**config.mk**
```make
export PLATFORM = sky130hd
export DESIGN_NAME = spawn_scheduler
export DESIGN_NICKNAME = d
export VERILOG_FILES = /design/src/rtl/spawn_scheduler.sv
export SDC_FILE = /design/constraint.sdc
export NUM_CORES = 1
export LEC_CHECK = 0
export BUFFER_PORTS_ARGS = -buffer_cell sky130_fd_sc_hd__buf_2
export CAP_MARGIN = 15
export CORE_ASPECT_RATIO = 1.5
export CORE_UTILIZATION = 57
export CTS_BUF_LIST = sky130_fd_sc_hd__clkbuf_16
export DETAILED_ROUTE_END_ITERATION = 7
export GPL_TIMING_DRIVEN = 0
export PLACE_DENSITY = 0.8
export SETUP_SLACK_MARGIN = 0.5
export SLEW_MARGIN = 10
export SYNTH_ARGS = -nofsm -noshare
export SYNTH_HDL_FRONTEND = slang
export SYNTH_SLANG_ARGS = --single-unit
```
**constraint.sdc**
```tcl
create_clock -name vga_clk -period 4.8 [get_ports vga_clk]
set_clock_uncertainty 0.1 [all_clocks]
set_input_delay 0.72 -clock vga_clk [delete_from_list [all_inputs] [get_ports vga_clk]]
set_output_delay 0.72 -clock vga_clk [all_outputs]
set_load 0.01 [all_outputs]
```
**src/rtl/spawn_scheduler.sv**
```systemverilog
// Player-side deploy controller: owns the elixir pool, arbitrates unit deploy
// requests round-robin and turns each grant into a frame-aligned spawn level.
module spawn_scheduler #(
  parameter int unsigned ELIXIR_MAX        = 10,
  parameter int unsigned ELIXIR_INIT       = 5,
  parameter int unsigned FRAMES_PER_ELIXIR = 60,
  parameter int unsigned COST_AND          = 3,
  parameter int unsigned COST_OR           = 3,
  parameter int unsigned COST_NOT          = 2,
  parameter int unsigned COST_NERD         = 5,
  parameter int unsigned COOLDOWN_FRAMES   = 30
) (
  input  logic       vga_clk,
  input  logic       reset,
  input  logic       vsync,
  input  logic       game_over,
  input  logic [3:0] req_valid,
  input  logic [3:0] req_lane,
  input  logic [3:0] unit_busy,
  output logic [3:0] spawn_left,
  output logic [3:0] spawn_right,
  output logic [3:0] req_ack,
  output logic [3:0] elixir,
  output logic       busy,
  output logic [1:0] dbg_state
);

  localparam int unsigned FC_W = (FRAMES_PER_ELIXIR > 1) ? $clog2(FRAMES_PER_ELIXIR) : 1;
  localparam int unsigned CD_W = (COOLDOWN_FRAMES > 0) ? $clog2(COOLDOWN_FRAMES + 1) : 1;
  localparam logic [FC_W-1:0] FC_LAST = FC_W'(FRAMES_PER_ELIXIR - 1);
  localparam logic [CD_W-1:0] CD_LOAD = CD_W'(COOLDOWN_FRAMES);
  localparam logic [3:0] E_MAX  = 4'(ELIXIR_MAX);
  localparam logic [3:0] E_INIT = 4'(ELIXIR_INIT);
  localparam logic CD_NONE = (COOLDOWN_FRAMES == 0);

  typedef enum logic [1:0] {IDLE = 2'd0, ISSUE = 2'd1, COOLDOWN = 2'd2} state_t;

  function automatic logic [3:0] cost_of(input logic [1:0] u);
    case (u)
      2'd0:    return 4'(COST_AND);
      2'd1:    return 4'(COST_OR);
      2'd2:    return 4'(COST_NOT);
      default: return 4'(COST_NERD);
    endcase
  endfunction

  state_t          state, state_nx;
  logic            vsync_q, tick;
  logic [FC_W-1:0] frame_cnt;
  logic [CD_W-1:0] cd_cnt, cd_nx;
  logic [1:0]      last_grant, last_nx, id_q, id_nx, win_id;
  logic            lane_q, lane_nx, win_found, grant;
  logic [3:0]      eligible, elixir_nx, spawn_left_nx, spawn_right_nx;
  logic            regen_step, regen_inc;
  logic [4:0]      elixir_sum;

  // vsync is already in the vga_clk domain, so one register suffices for the edge.
  always_ff @(posedge vga_clk) vsync_q <= vsync;
  assign tick = vsync & ~vsync_q;

  always_comb begin
    for (int i = 0; i < 4; i++) begin
      eligible[i] = req_valid[i] & ~unit_busy[i] & (elixir >= cost_of(2'(i))) & ~game_over;
    end
  end

  // Scan starts just after the last winner so every requester gets a turn.
  always_comb begin
    win_found = 1'b0;
    win_id    = 2'd0;
    for (int k = 1; k <= 4; k++) begin
      if (!win_found && eligible[2'(last_grant + 2'(k))]) begin
        win_found = 1'b1;
        win_id    = 2'(last_grant + 2'(k));
      end
    end
  end

  // Handshake: req_valid is a level the unit holds while it wants to deploy;
  // the request is accepted in the single cycle its req_ack bit is high.
  assign grant   = (state == IDLE) & tick & win_found & ~reset;
  assign req_ack = grant ? (4'b0001 << win_id) : 4'b0000;

  assign regen_step = tick & ~game_over & (elixir < E_MAX);
  assign regen_inc  = regen_step & (frame_cnt == FC_LAST);

  // Cost comes off the pre-regen value, then the same-tick regen is added back.
  always_comb begin
    elixir_sum = {1'b0, elixir};
    if (grant) elixir_sum = elixir_sum - {1'b0, cost_of(win_id)};
    elixir_sum = elixir_sum + 5'(regen_inc);
    if (elixir_sum > {1'b0, E_MAX}) elixir_sum = {1'b0, E_MAX};
  end
  assign elixir_nx = elixir_sum[3:0];

  always_comb begin
    state_nx = state;
    cd_nx    = cd_cnt;
    id_nx    = id_q;
    lane_nx  = lane_q;
    last_nx  = last_grant;
    case (state)
      IDLE: begin
        if (grant) begin
          state_nx = ISSUE;
          id_nx    = win_id;
          lane_nx  = req_lane[win_id];
          last_nx  = win_id;
        end
      end
      ISSUE: begin
        if (game_over) begin
          state_nx = IDLE;
        end else if (tick) begin
          if (CD_NONE) begin
            state_nx = IDLE;
          end else begin
            state_nx = COOLDOWN;
            cd_nx    = CD_LOAD;
          end
        end
      end
      COOLDOWN: begin
        if (tick) begin
          if (cd_cnt <= CD_W'(1)) begin
            state_nx = IDLE;
            cd_nx    = '0;
          end else begin
            cd_nx = cd_cnt - CD_W'(1);
          end
        end
      end
      default: state_nx = IDLE;
    endcase
  end

  assign spawn_left_nx  = (state_nx == ISSUE && !lane_nx) ? (4'b0001 << id_nx) : 4'b0000;
  assign spawn_right_nx = (state_nx == ISSUE &&  lane_nx) ? (4'b0001 << id_nx) : 4'b0000;

  always_ff @(posedge vga_clk) begin
    if (reset) begin
      state       <= IDLE;
      elixir      <= E_INIT;
      frame_cnt   <= '0;
      cd_cnt      <= '0;
      last_grant  <= 2'd3;
      id_q        <= 2'd0;
      lane_q      <= 1'b0;
      spawn_left  <= 4'b0000;
      spawn_right <= 4'b0000;
      busy        <= 1'b0;
    end else begin
      state       <= state_nx;
      elixir      <= elixir_nx;
      cd_cnt      <= cd_nx;
      last_grant  <= last_nx;
      id_q        <= id_nx;
      lane_q      <= lane_nx;
      spawn_left  <= spawn_left_nx;
      spawn_right <= spawn_right_nx;
      busy        <= (state_nx != IDLE);
      if (regen_step) frame_cnt <= regen_inc ? '0 : frame_cnt + FC_W'(1);
    end
  end

  assign dbg_state = state;

endmodule

```
After elaboration in Yosys (flattened, before gate mapping)
Index checks and enable logic that the tools add are counted.

storage, ports and cells
  flip-flop bits (word level) = 32
  latch bits = 0
  memory bits (writable) = 0
  bits in read-only memories = 0
  bits of input ports = 16
  output and inout bits = 19
  logic and storage cells = 125
  memories = 0

operators by class
  $add $sub $neg = 7
  multipliers = 0
  divide/modulo/power cells = 0
  $lt $le $gt $ge = 11
  equality and inequality tests = 9
  shifts and indexed selects = 2
  muxes and demuxes = 39
  bitwise operators = 28
  reduce and logical (&&, ||, !) cells = 18

operators with widths
  operator                                                         count
  2-to-1 mux 5 bit                                                 5
  2-to-1 mux 2 bit                                                 11
  AND 1 bit                                                        19
  less-than comparator 2 x 3 -> 1 bit (second input constant)      5
  2-to-1 mux 4 bit                                                 3
  2-to-1 mux 1 bit                                                 11
  binary-select mux 1 bit (select 2 bit)                           5
  one-hot mux 5 bit (2 select lines)                               1
  NOT 1 bit                                                        9
  >= comparator 4 x 2 -> 1 bit (second input constant)             2
  left shift 1 x 2 -> 4 bit (first input constant)                 2
  adder 6 x 1 -> 6 bit (second input constant)                     1
  equality test 2 x 1 -> 1 bit (second input constant)             3
  equality test 6 bit (second input constant)                      1
  2-to-1 mux 6 bit                                                 1
  != test 2 bit (second input constant)                            3
  one-hot mux 2 bit (3 select lines)                               1
  one-hot mux 3 bit (2 select lines)                               1
  OR reduction 2 bit                                               3
  adder 5 x 1 -> 5 bit                                             1
  > comparator 5 x 4 -> 1 bit (second input constant)              1
  less-or-equal comparator 5 x 1 -> 1 bit (second input constant)  1
  logical AND 1 bit                                                5
  subtractor 4 x 4 -> 5 bit                                        1
  other kinds (11)                                                 18

Depth between registers and ports, before layout
  depth in word-level cells = 25
  gate-level depth with buffers = 16
  depth with buffers taken out = 15

Worst setup path before layout
Ideal clock, no wire load.

  path type = input-to-reg
  from = input port game_over
  to = register elixir[0]
  setup time = 0.116 ns
  arrival = 3.901 ns
  required time = 4.584 ns
  path slack = 0.683 ns
  stages on the path = 15
  buffers on the path = 0
  cell sequence = or3b_4 -> or2_4 -> a21oi_1 -> a211oi_2 -> a211oi_2 -> nand2_1 -> ha_1 -> fa_1 -> xor2_1 -> nor3b_1 -> xor2_1 -> o21ai_0 -> xor2_1 -> o21ai_0 -> a31o_2

between the ends
  longest elaborated chain between the ends = 23
  elaborated cells between the ends (all ways) = 43
  classes of those cells = add/sub: 2; order compare: 1; eq/ne: 2; mux: 20; bitwise: 10; reduce/logical: 8

RTL lines
  what                                    line    RTL
  start, declared                         16      input logic game_over,
  NOT 1 bit *                             63, 84
  AND 1 bit                               63      eligible[i] = req_valid[i] & ~unit_busy[i] & (elixir >= cost_of(2'(i))) & ~game_over;
  binary-select mux 1 bit (select 2 bit)  72      if (!win_found && eligible[2'(last_grant + 2'(k))]) begin
  2-to-1 mux 1 bit (not written as such)  72
  2-to-1 mux 1 bit                        72
  zero test 1 bit                         72
  logical AND 1 bit                       72
  2-to-1 mux 1 bit                        72
  [7 not listed]                          n/a
  OR reduction 2 bit (no line)            n/a
  one-hot mux 3 bit (2 select lines)      39      case (u)
  2-to-1 mux 4 bit                        90      if (grant) elixir_sum = elixir_sum - {1'b0, cost_of(win_id)};
  subtractor 4 x 4 -> 5 bit               90
  2-to-1 mux 5 bit                        90
  adder 5 x 1 -> 5 bit *                  91      elixir_sum = elixir_sum + 5'(regen_inc);
  > comparator 5 x 4 -> 1 bit             92      if (elixir_sum > {1'b0, E_MAX}) elixir_sum = {1'b0, E_MAX};
  2-to-1 mux 4 bit *                      92
  end signal, assigned                    154     elixir <= elixir_nx;
  end, declared                           23      output logic [3:0] elixir,

Every way passes the cells marked *; elsewhere a longest branch is shown, timed or not. The select of a mux whose other input is x is not followed.
A chain may end at the register's enable or synchronous reset.

Worst setup path in the final report
Ends and elaborated chain as after synthesis.

==> reports/metrics.cfg <==
[outcome]
status = finished, final reports clean

[hold_path]
min_to = frame_cnt[1]
hp-start = frame_cnt[1]
min_path_type = flop to flop
min_path_cells = 2

[cts]
cts-htree-levels = 2
clockRootBuffer = clkbuf_16
max-clock-path-buffers = 2
cts_sinks = 32
path_clk_slew_ns = 0.05
cts_hold_buf = 0
cts_made_buffers = 5
cts_tree = built
insertion_delay_ns = 0.28

[setup_path]
critical_path.top_delay_family = compound AO/OA/AOI/OAI gates
cp-start-kind = input pin
worst-path-max-fanout = 5
ff2ff_setup_slack_ns = 0.71
slowest_stage = or3b_4
worstSetupEndpointType = flop
crit_type = input pin to flop
worstPathRequired_ns = 4.87
r2r-end = elixir[2]
regToRegStartpoint = elixir[1]
r2r_cells = 16
critical_path.cell_chain = buf_2 -> or3b_4 -> or2_4 -> o2111a_1 -> o31ai_4 -> nand2_1 -> ha_1 -> fa_2 -> xor2_2 -> nor3b_2 -> xor2_1 -> o21ai_2 -> xor2_1 -> o21ai_1 -> a31o_2
cpMostUsedCell = xor2_1
critPathBufInv = 1
cp_slowest_stage_delay_ns = 0.43
startpoint = game_over
cp.arrival_ns = 4.20

[floorplan]
row_count = 27
start_util = 0.6049
die-area_um2 = 4241
die_w_um = 53.51
die_h_um = 79.26
core_um2 = 3750
ios = 35

[timing]
period_needed_ns = 4.135
hold_viol = 0
fmax_mhz = 241.9
post-route-period-util = 0.8614
whs_ns = 0.3791
tightest_slew_ns = 0.6163
setup_viol = 0
rsz0062_at_grt = false
tns_ns = 0
max-slew-margin-rel = 0.5848
drv_slew = 0

[detailed_routing]
vias_per_cell = 6.186
met2_length_um = 3029
drc = 0
drt_iter0_drc = 86
ant_nets = 0
highest-signal-layer = met4
wirelength_um = 5680
wl_per_cell_um = 15.78
wl_met3_um = 206
met1Wirelength_um = 2261
num_vias = 2227
drt_pass1_iterations = 4

[layout]
fin_util = 0.7331
syn2layout_area_growth_pct = 21.18
drive_gt1_frac = 0.2776
finalNonFillerCells = 360
diodes = 0
finalNetCount = 342

[power_and_ir_drop]
powerDensity_nw_per_um2 = 271.3
p_leak_nw = 1.120
vdd_drop_max_mv = 0.3685
power.total_w = 0.0007457

[global_routing]
grt_max_degree = 11
grt_pass1_vias = 1995
grt_pass1_wl_um = 8562
grt_usage = 0.2750
overflow = 0
antenna_found_initial = 0

[synth]
ys_seq_elements = 32
synthesis.nets = 296
async_flop_share = 0
yosys-top-cells-area = dfxtp_1, nor2_1, ha_1
yosys-top-cells-count = dfxtp_1, nor2_1, nand2_1, a21oi_1, o21ai_0
ys.flop_type = dfxtp_1
postSynthAreaPerCell_um2 = 8.402
ys.warnings.count = 0
netlist_area_um2 = 2268
syn_inst = 270
synth_cell_types = 69
synth_edf_count = 0
synth_top_cell_area_share = 0.2824
synth.largest_area_cell = dfxtp_1
ys_seq_area_frac = 0.2824

[placed_design]
port_buffers = 34
dp.cells = 347
place_hpwl_um = 4020
globalplace.congestion = 0.8793

[flow_run]
maxCapViolations = 0

==> cell usage in the layout, fill, tap and decap left out, types with 7 or more instances in the layout <==
cell type and instances:
nand2b_1 7, a21oi_1 18, buf_2 37, nand2_1 25
nor2_1 32, ha_1 9, nor3_1 7, o21ai_0 11
dfxtp_1 32, inv_1 10
==> worst max-delay path by stage <==
| stage | endpoint | slack (ns) | cells past startpoint |
|---|---|---|---|
| floorplan | elixir[0] | 0.68 | 15 |
| global placement | elixir[0] | -0.03 | 16 |
| detailed placement | elixir[0] | -0.04 | 16 |
| CTS | elixir[0] | 0.51 | 16 |
| global route | elixir[0] | 0.43 | 16 |
| finish | elixir[0] | 0.67 | 15 |
==> kinds of logic after synthesis <==
group                    share of synthesized area
multiplexers                               0.01544
buffers and inverters                      0.03971
flip-flops                                  0.2824
XOR/XNOR                                   0.04633
adder cells (fa/ha/maj)                    0.05847
AO/OA/AOI/OAI                               0.2592
AND/OR/NAND/NOR                             0.2984
==> state kept, by name, summed over array words and instances (netlist names), 2 cells and up <==
| signal | cells |
|---|---|
| cd_cnt | 5 |
| dbg_state | 2 |
| elixir | 4 |
| frame_cnt | 6 |
| id_q | 2 |
| last_grant | 2 |
| spawn_left | 4 |
| spawn_right | 4 |
==> power breakdown <==
part	internal (W)	switching, W
registers	0.000271	0.00000659
logic	0.0000496	0.0000672
clock network	0.000241	0.000110
total	0.000562	0.000184
==> per-stage QoR <==
stage,setup WS [ns],area (um^2)
2_1_floorplan,0.6827,2268
3_3_place_gp,-0.02602,2492
3_5_place_dp,-0.04209,2492
4_1_cts,0.5060,2665
5_1_grt,0.4255,2749
6_report,0.6653,2749
==> per-layer routing <==
metal  vias to the layer above  global-route usage
met3                        18             0.04789
met2                        65              0.4888
met1                      1066              0.2869
met5                         -                   0
met4                         0              0.1579
li1                       1078                   -
==> tightest hold or removal path: cells and delay by family, from the launching register on <==
kind | cells | cell delay (ns)
AO/OA/AOI/OAI | 1 | 0.05
flip-flops | 1 | 0.32
AND/OR/NAND/NOR | 1 | 0.06
==> area by class of cell <==
class	instances	area, um^2
tap	43	53.80
clock buffer	5	125.1
timing repair buffer	39	207.7
buffer	11	57.56
multi-input combinational	218	1592
inverter	9	33.78
fill	333	1001
clock inverter	3	38.79
sequential	32	640.6
==> timing repair <==
| item | CTS | global route |
|---|---|---|
| setup endpoints to repair | 4 | 4 |
| buffers inserted | 0 | 5 |
| resized for setup | 3 | 11 |
| pin swaps | 0 | 7 |
Note: power is estimated with default switching activity, not from simulation.
